### src/rtl/fir_pkg.sv
// fir_pkg: shared constants, FSM state type and the power-on coefficient set
// for the 64-tap time-multiplexed FIR engine.
// Optional feature macro: FIR_SAT_EN (output saturation instead of wrap).
package fir_pkg;

  localparam int TAPS    = 64;
  localparam int DATA_W  = 16;
  localparam int COEF_W  = 16;
  localparam int ACC_W   = 38;
  localparam int ADDR_W  = $clog2(TAPS);
  localparam int Q_SHIFT = 15;

  typedef enum logic [2:0] {
    IDLE,
    FETCH,
    LOAD,
    MAC,
    DONE
  } fir_state_e;

  // Symmetric low-pass set, Q1.15, loaded into the coefficient bank on reset.
  localparam logic signed [COEF_W-1:0] FIR_COEFS [TAPS] = '{
    -16'sd12,   -16'sd18,   -16'sd24,   -16'sd28,   -16'sd30,   -16'sd26,   -16'sd16,    16'sd0,
     16'sd22,    16'sd48,    16'sd74,    16'sd96,    16'sd108,   16'sd104,   16'sd80,    16'sd32,
    -16'sd40,   -16'sd132,  -16'sd236,  -16'sd340,  -16'sd428,  -16'sd480,  -16'sd476,  -16'sd396,
    -16'sd224,   16'sd46,    16'sd410,   16'sd860,   16'sd1376,  16'sd1932,  16'sd2490,  16'sd3000,
     16'sd3000,  16'sd2490,  16'sd1932,  16'sd1376,  16'sd860,   16'sd410,   16'sd46,   -16'sd224,
    -16'sd396,  -16'sd476,  -16'sd480,  -16'sd428,  -16'sd340,  -16'sd236,  -16'sd132,  -16'sd40,
     16'sd32,    16'sd80,    16'sd104,   16'sd108,   16'sd96,    16'sd74,    16'sd48,    16'sd22,
     16'sd0,    -16'sd16,   -16'sd26,   -16'sd30,   -16'sd28,   -16'sd24,   -16'sd18,   -16'sd12
  };

endpackage

### src/rtl/fir_delay_line.sv
// fir_delay_line: circular sample history for the FIR engine. A write stores
// the new sample at wptr, remembers that slot as the newest (base) and advances
// wptr. Reads address the sample k steps older than base, so the engine walks
// k = 0..TAPS-1 without moving any data. Async reset clears every entry, which
// is what makes missing history read as zero.
module fir_delay_line #(
  parameter int TAPS   = 64,
  parameter int DATA_W = 16,
  localparam int AW    = $clog2(TAPS)
) (
  input  logic                     clk,
  input  logic                     rst,
  input  logic                     wr_en,
  input  logic signed [DATA_W-1:0] wr_data,
  input  logic        [AW-1:0]     rd_k_i,
  output logic signed [DATA_W-1:0] rd_data_o,
  output logic        [AW-1:0]     base
);
  import fir_pkg::*;

  logic signed [DATA_W-1:0] mem_q [TAPS];
  logic [AW-1:0] wptr_q, wptr_d;
  logic [AW-1:0] base_q, base_d;
  logic [AW-1:0] rd_idx;

  // Pointer bookkeeping; AW-bit arithmetic gives the mod-TAPS wrap for free.
  always_comb begin
    wptr_d = wptr_q;
    base_d = base_q;
    if (wr_en) begin
      wptr_d = wptr_q + 1'b1;
      base_d = wptr_q;
    end
  end

  // Sample storage and pointers, cleared on reset.
  always_ff @(posedge clk or posedge rst) begin
    if (rst) begin
      for (int i = 0; i < TAPS; i++) mem_q[i] <= '0;
      wptr_q <= '0;
      base_q <= '0;
    end else begin
      if (wr_en) mem_q[wptr_q] <= wr_data;
      wptr_q <= wptr_d;
      base_q <= base_d;
    end
  end

  // Asynchronous tap read so the MAC can consume one tap per cycle.
  always_comb begin
    rd_idx    = base_q - rd_k_i;
    rd_data_o = mem_q[rd_idx];
  end

  assign base = base_q;

endmodule

### src/rtl/fir_mac_engine.sv
// fir_mac_engine: pops one sample from the upstream FIFO, pushes it into the
// delay line, runs TAPS single-cycle multiply-accumulates and offers the
// Q15-scaled result on a valid/ready port.
// Optional feature macro: FIR_SAT_EN -- when defined the output saturates to
// the DATA_W range, otherwise the low DATA_W bits of the shifted sum are kept.
module fir_mac_engine #(
  parameter int TAPS   = 64,
  parameter int DATA_W = 16,
  parameter int COEF_W = 16,
  parameter int ACC_W  = 38,
  localparam int AW    = $clog2(TAPS)
) (
  input  logic                     clk,
  input  logic                     rst,
  input  logic                     fifo_empty,
  output logic                     fifo_rd,
  input  logic signed [DATA_W-1:0] fifo_data,
  input  logic                     coef_we,
  input  logic        [AW-1:0]     coef_addr,
  input  logic signed [COEF_W-1:0] coef_wdata,
  output logic signed [DATA_W-1:0] y_data,
  output logic                     y_valid,
  input  logic                     y_ready,
  output logic                     busy
);
  import fir_pkg::*;

  localparam int PROD_W = DATA_W + COEF_W;
  localparam logic [AW-1:0] K_LAST = AW'(TAPS - 1);
  localparam logic signed [ACC_W-1:0] SAT_MAX =
    $signed({{(ACC_W-DATA_W+1){1'b0}}, {(DATA_W-1){1'b1}}});
  localparam logic signed [ACC_W-1:0] SAT_MIN =
    $signed({{(ACC_W-DATA_W+1){1'b1}}, {(DATA_W-1){1'b0}}});

  fir_state_e state_q, state_d;
  logic [AW-1:0] k_q, k_d;
  logic signed [ACC_W-1:0] acc_q, acc_d;
  logic signed [COEF_W-1:0] h_q [TAPS];

  logic                     dl_wr;
  logic signed [DATA_W-1:0] dl_rd_data;
  logic        [AW-1:0]     dl_base;
  logic signed [PROD_W-1:0] prod;
  logic signed [ACC_W-1:0]  prod_ext;
  logic signed [ACC_W-1:0]  acc_sh;

  fir_delay_line #(
    .TAPS   (TAPS),
    .DATA_W (DATA_W)
  ) u_delay_line (
    .clk       (clk),
    .rst       (rst),
    .wr_en     (dl_wr),
    .wr_data   (fifo_data),
    .rd_k_i    (k_q),
    .rd_data_o (dl_rd_data),
    .base      (dl_base)
  );

  // Full-precision product of the current tap, sign-extended into the accumulator width.
  always_comb begin
    prod     = dl_rd_data * h_q[k_q];
    prod_ext = $signed({{(ACC_W-PROD_W){prod[PROD_W-1]}}, prod});
  end

  // Sequencer: next state, tap counter, accumulator and FIFO/delay-line strobes.
  always_comb begin
    state_d = state_q;
    k_d     = k_q;
    acc_d   = acc_q;
    fifo_rd = 1'b0;
    dl_wr   = 1'b0;
    case (state_q)
      IDLE: begin
        if (!fifo_empty) state_d = FETCH;
      end
      FETCH: begin
        fifo_rd = 1'b1;
        state_d = LOAD;
      end
      LOAD: begin
        // FIFO read data is valid this cycle, one edge after the pop.
        dl_wr   = 1'b1;
        acc_d   = '0;
        k_d     = '0;
        state_d = MAC;
      end
      MAC: begin
        acc_d = acc_q + prod_ext;
        k_d   = k_q + 1'b1;
        if (k_q == K_LAST) state_d = DONE;
      end
      DONE: begin
        if (y_ready) state_d = IDLE;
      end
      default: state_d = IDLE;
    endcase
  end

  // FSM, tap counter and accumulator registers.
  always_ff @(posedge clk or posedge rst) begin
    if (rst) begin
      state_q <= IDLE;
      k_q     <= '0;
      acc_q   <= '0;
    end else begin
      state_q <= state_d;
      k_q     <= k_d;
      acc_q   <= acc_d;
    end
  end

  // Coefficient bank; writes only land in IDLE so a running sum never sees a change.
  always_ff @(posedge clk or posedge rst) begin
    if (rst) begin
      for (int i = 0; i < TAPS; i++) h_q[i] <= FIR_COEFS[i];
    end else if (coef_we && (state_q == IDLE)) begin
      h_q[coef_addr] <= coef_wdata;
    end
  end

  // Output scaling: drop the Q15 fraction, then saturate or wrap into DATA_W.
  always_comb begin
    acc_sh = acc_q >>> Q_SHIFT;
`ifdef FIR_SAT_EN
    if (acc_sh > SAT_MAX)      y_data = SAT_MAX[DATA_W-1:0];
    else if (acc_sh < SAT_MIN) y_data = SAT_MIN[DATA_W-1:0];
    else                       y_data = acc_sh[DATA_W-1:0];
`else
    y_data = acc_sh[DATA_W-1:0];
`endif
  end

  assign y_valid = (state_q == DONE);
  assign busy    = (state_q != IDLE);

  // dl_base is exported for debug visibility; the read path uses it internally.
  logic unused_base;
  assign unused_base = ^dl_base;

endmodule

### config.mk
export PLATFORM = sky130hd
export DESIGN_NAME = fir_mac_engine
export DESIGN_NICKNAME = d
export VERILOG_FILES = /design/src/rtl/fir_pkg.sv /design/src/rtl/fir_delay_line.sv /design/src/rtl/fir_mac_engine.sv
export SDC_FILE = /design/constraint.sdc
export NUM_CORES = 2
export LEC_CHECK = 0
export BUFFER_PORTS_ARGS = -buffer_cell sky130_fd_sc_hd__buf_2
export CORE_ASPECT_RATIO = 2
export CORE_UTILIZATION = 64
export CTS_CLUSTER_SIZE = 12
export DETAILED_ROUTE_END_ITERATION = 10
export GPL_TIMING_DRIVEN = 0
export PLACE_DENSITY = 0.84
export SETUP_SLACK_MARGIN = 0.05
export SYNTH_ARGS = -nofsm -noshare
export SYNTH_HDL_FRONTEND = slang
export SYNTH_SLANG_ARGS = --single-unit
### constraint.sdc
create_clock -name clk -period 103.2 [get_ports clk]
set_input_delay 20.64 -clock clk [delete_from_list [all_inputs] [get_ports clk]]
set_output_delay 20.64 -clock clk [all_outputs]
set_load 0.05 [all_outputs]
==> Flow_metrics.wiki <==
{| class="wikitable"
! Metric !! Value
|-
| Period utilization || 24.1%
|-
| Final Hold Violating Endpoints || 0
|-
| Worst clock skew || 0.0575 ns
|-
| TritonCTS Buffers || 204
|-
| Effective utilization at floorplan || 64.4%
|-
| Transition at the pin with the smallest max-transition slack || 1.73 ns
|-
| Floorplan die width || 290 microns
|-
| Main area contributors after synthesis || dfrtp_1 (38%), mux2_2 (22%), mux4_2 (13%), dfstp_2 (12%), fa_1 (5.4%)
|-
| Gpl congestion || 1.03
|-
| DR pass1 iterations || 9
|-
| Number of global-route vias before repair || 74500
|-
| Max transition margin || -15.3%
|-
| Synth warn || 0
|-
| Average footprint of a synthesized cell || 15.1 sq um
|-
| Post-layout net count || 7721
|-
| Area of the core || 165000 sq um
|-
| Pre-CTS setup slack || 77.20 ns
|-
| Ratio of routed vias to standard cells || 7.08
|-
| Critical path endpoint category || async pin
|-
| Fill cell count || 10800
|-
| Most instantiated cells after synthesis || mux2_2 (2074), dfrtp_1 (1620), mux4_2 (622)
|-
| Detailed-placement wirelength estimate || 265 mm
|-
| Number of placed cells counting well taps || 9213
|-
| Most area-hungry cell type in the Yosys netlist || dfrtp_1
|-
| CTS root buffer || clkbuf_16
|-
| # H-tree levels || 4
|-
| Clock Path Buffers || 4
|-
| Number of slew-limit violations in the final report || 99
|-
| Worst-skew pair later-pin latency || 0.90 ns
|-
| Count of clock tree sinks || 2100
|-
| Number of vias in the routed layout || 67600
|-
| Setup slack of the worst register-to-register path || 88.81 ns
|-
| Total routed wirelength || 368 mm
|-
| Pleak || 52.0 nW
|-
| Post-synth EDFFs || 0
|-
| Maximum number of pins on one net before global-route repair || 147
|-
| Top flip-flop cell by instance count after synthesis || dfrtp_1
|-
| I/O pin count || 62
|-
| Cell count after synthesis || 7034
|-
| Maximum fanout encountered on the critical timing path || 146
|-
| Worst supply voltage drop on vdd || 0.0188 mV
|-
| Reported max-cap violation count || 9
|-
| Post-CTS Setup Repair Bufs || 0
|-
| Unrepaired setup endpoints after global routing || false
|-
| Global-route wire length before repair || 530 mm
|-
| Post-synth net total || 7465
|-
| Placement row count || 211
|-
| Initial detailed-routing violation count || 6419
|-
| Non-filler instance count after layout || 9550
|-
| Power density of the placed cells || 14.0 nW/um^2
|-
| Sequential element share of the synthesized area || 49.9%
|-
| Synth cell types || 67
|-
| Outcome || complete, but fails checks
|-
| CP startpoint kind || input pin
|-
| Final cell area excluding filler cells || 116000 sq um
|-
| Wire per inst || 38.5 microns
|-
| Remaining global-route overflow || 0
|-
| Violated checks || antenna violations, max-capacitance violations, max-slew violations
|-
| Number of antenna-violating nets in the routed design || 1
|-
| TritonCTS clock tree || done
|-
| DP Area || 110000 sq um
|-
| Worst path required time || 104.15 ns
|-
| Final total negative setup slack || 0 ns
|-
| Resized cells post-CTS || 0
|-
| Dominant cell by count in the synthesized netlist || mux2_2
|-
| Number of buffers inserted for hold repair after clock tree synthesis || 0
|-
| Path type of the worst setup path || input pin to async pin
|-
| Fraction of final layout cells sized beyond drive strength 1 || 49.0%
|-
| Post-route DRC violation count || 0
|-
| Final period demand of the worst path || 24.88 ns
|-
| Die Outline Area || 168000 sq um
|-
| Clk pin slew, worst setup/hold paths || 0.06 ns
|-
| Portion of synthesized cell area occupied by the leading cell type || 38.1%
|-
| GRT Total Usage || 45.2%
|-
| Syn-to-layout area delta || 8.62%
|-
| Number of antenna violations at the first check in global routing || 23
|-
| Area of the mapped netlist || 106000 sq um
|-
| Async S/R FF share, synth || 100%
|-
| Max Clock Freq || 40.2 MHz
|-
| Number of port buffers || 27
|-
| DIE HEIGHT || 579 microns
|-
| Worst hold-check path type || flop to flop
|-
| Worst path arrival time || 25.82 ns
|-
| Final setup violation count || 0
|-
| Count of state elements after synthesis || 2100
|-
| Min setup slack post-route || 78.32 ns
|}
==> metrics by stage <==
step                      util [%]  total power [mW]  hold slack [ns]
final                         70.0              1.62            0.479
after floorplan                  -             0.906            0.445
after CTS                     69.9              1.62            0.487
after global routing          69.9              1.65            0.503
after global placement        66.1             0.930            0.462
after detailed placement      66.4             0.934            0.472
==> area by class of cell <==
cell class	instances	area [sq um]	area share, %
Antenna cell	25	62.6	0.0541
Buffer	608	2660	2.30
Clock buffer	305	5640	4.88
Clock inverter	6	101	0.0876
Inverter	347	1310	1.13
Multi-Input combinational cell	3979	49400	42.7
Sequential cell	2100	53200	46.0
Tap cell	2130	2670	2.30
Timing Repair Buffer	50	643	0.556
==> worst max-delay path, stage by stage <==
cell and delay [ns]:
buf_2 0.13, inv_8 0.42, buf_16 0.54, buf_16 0.44, buf_16 0.46, buf_16 0.57, buf_16 0.48, buf_16 0.45
buf_16 0.51, buf_16 0.55
==> cells by family after synthesis <==
logic type | synth area share (%)
xor+xnor | 0.378
buf+inv | 3.70
mux | 35.5
simple gates | 2.73
flops | 49.9
fa+ha+maj | 6.58
compound gates | 1.17
==> sequential cells by signal (all words and copies together) (netlist names) <==
name	cells
acc_q	31
state_q	3
h_q	1024
u_delay_line.wptr_q	6
u_delay_line.mem_q	1024
u_delay_line.base	6
k_q	6
==> cell usage in the layout, fill, tap and decap left out, types with 102 or more instances in the layout <==
cell type and instances:
dfrtp_1 1620, clkbuf_1 500, fa_1 286, nand2_1 178, inv_1 341, ha_1 102
clkbuf_16 209, mux2_2 2074, dfstp_2 480, mux4_2 622, nor2_1 193
==> metal layers <==
layer	global-route usage [%]	routed length, microns	vias to the layer above
met5	0.170	38	-
met4	55.9	57800	6
met3	13.1	31200	2236
met2	72.8	177000	4314
met1	42.1	102000	35400
li1	-	-	25700
==> path summary, 6_finish.rpt <==
check,from,to,cells after the start
max,rst,u_delay_line.mem_q[332],10
min,acc_q[2],acc_q[2],2
max reg2reg,k_q[1],acc_q[27],38
min reg2reg,acc_q[2],acc_q[2],2
max in group clk,state_q[0],fifo_rd,4
min in group asynchronous,rst,acc_q[4],2
==> where the power goes <==
| part | leakage [nW] | total [mW] | internal (mW) | switching [mW] |
|---|---|---|---|---|
| registers | 25.8 | 0.848 | 0.840 | 0.00850 |
| clock network | 2.77 | 0.699 | 0.377 | 0.322 |
| logic | 23.5 | 0.0748 | 0.0242 | 0.0506 |
| total | 52.0 | 1.62 | 1.24 | 0.381 |
Power figures use the tool's default switching activity.
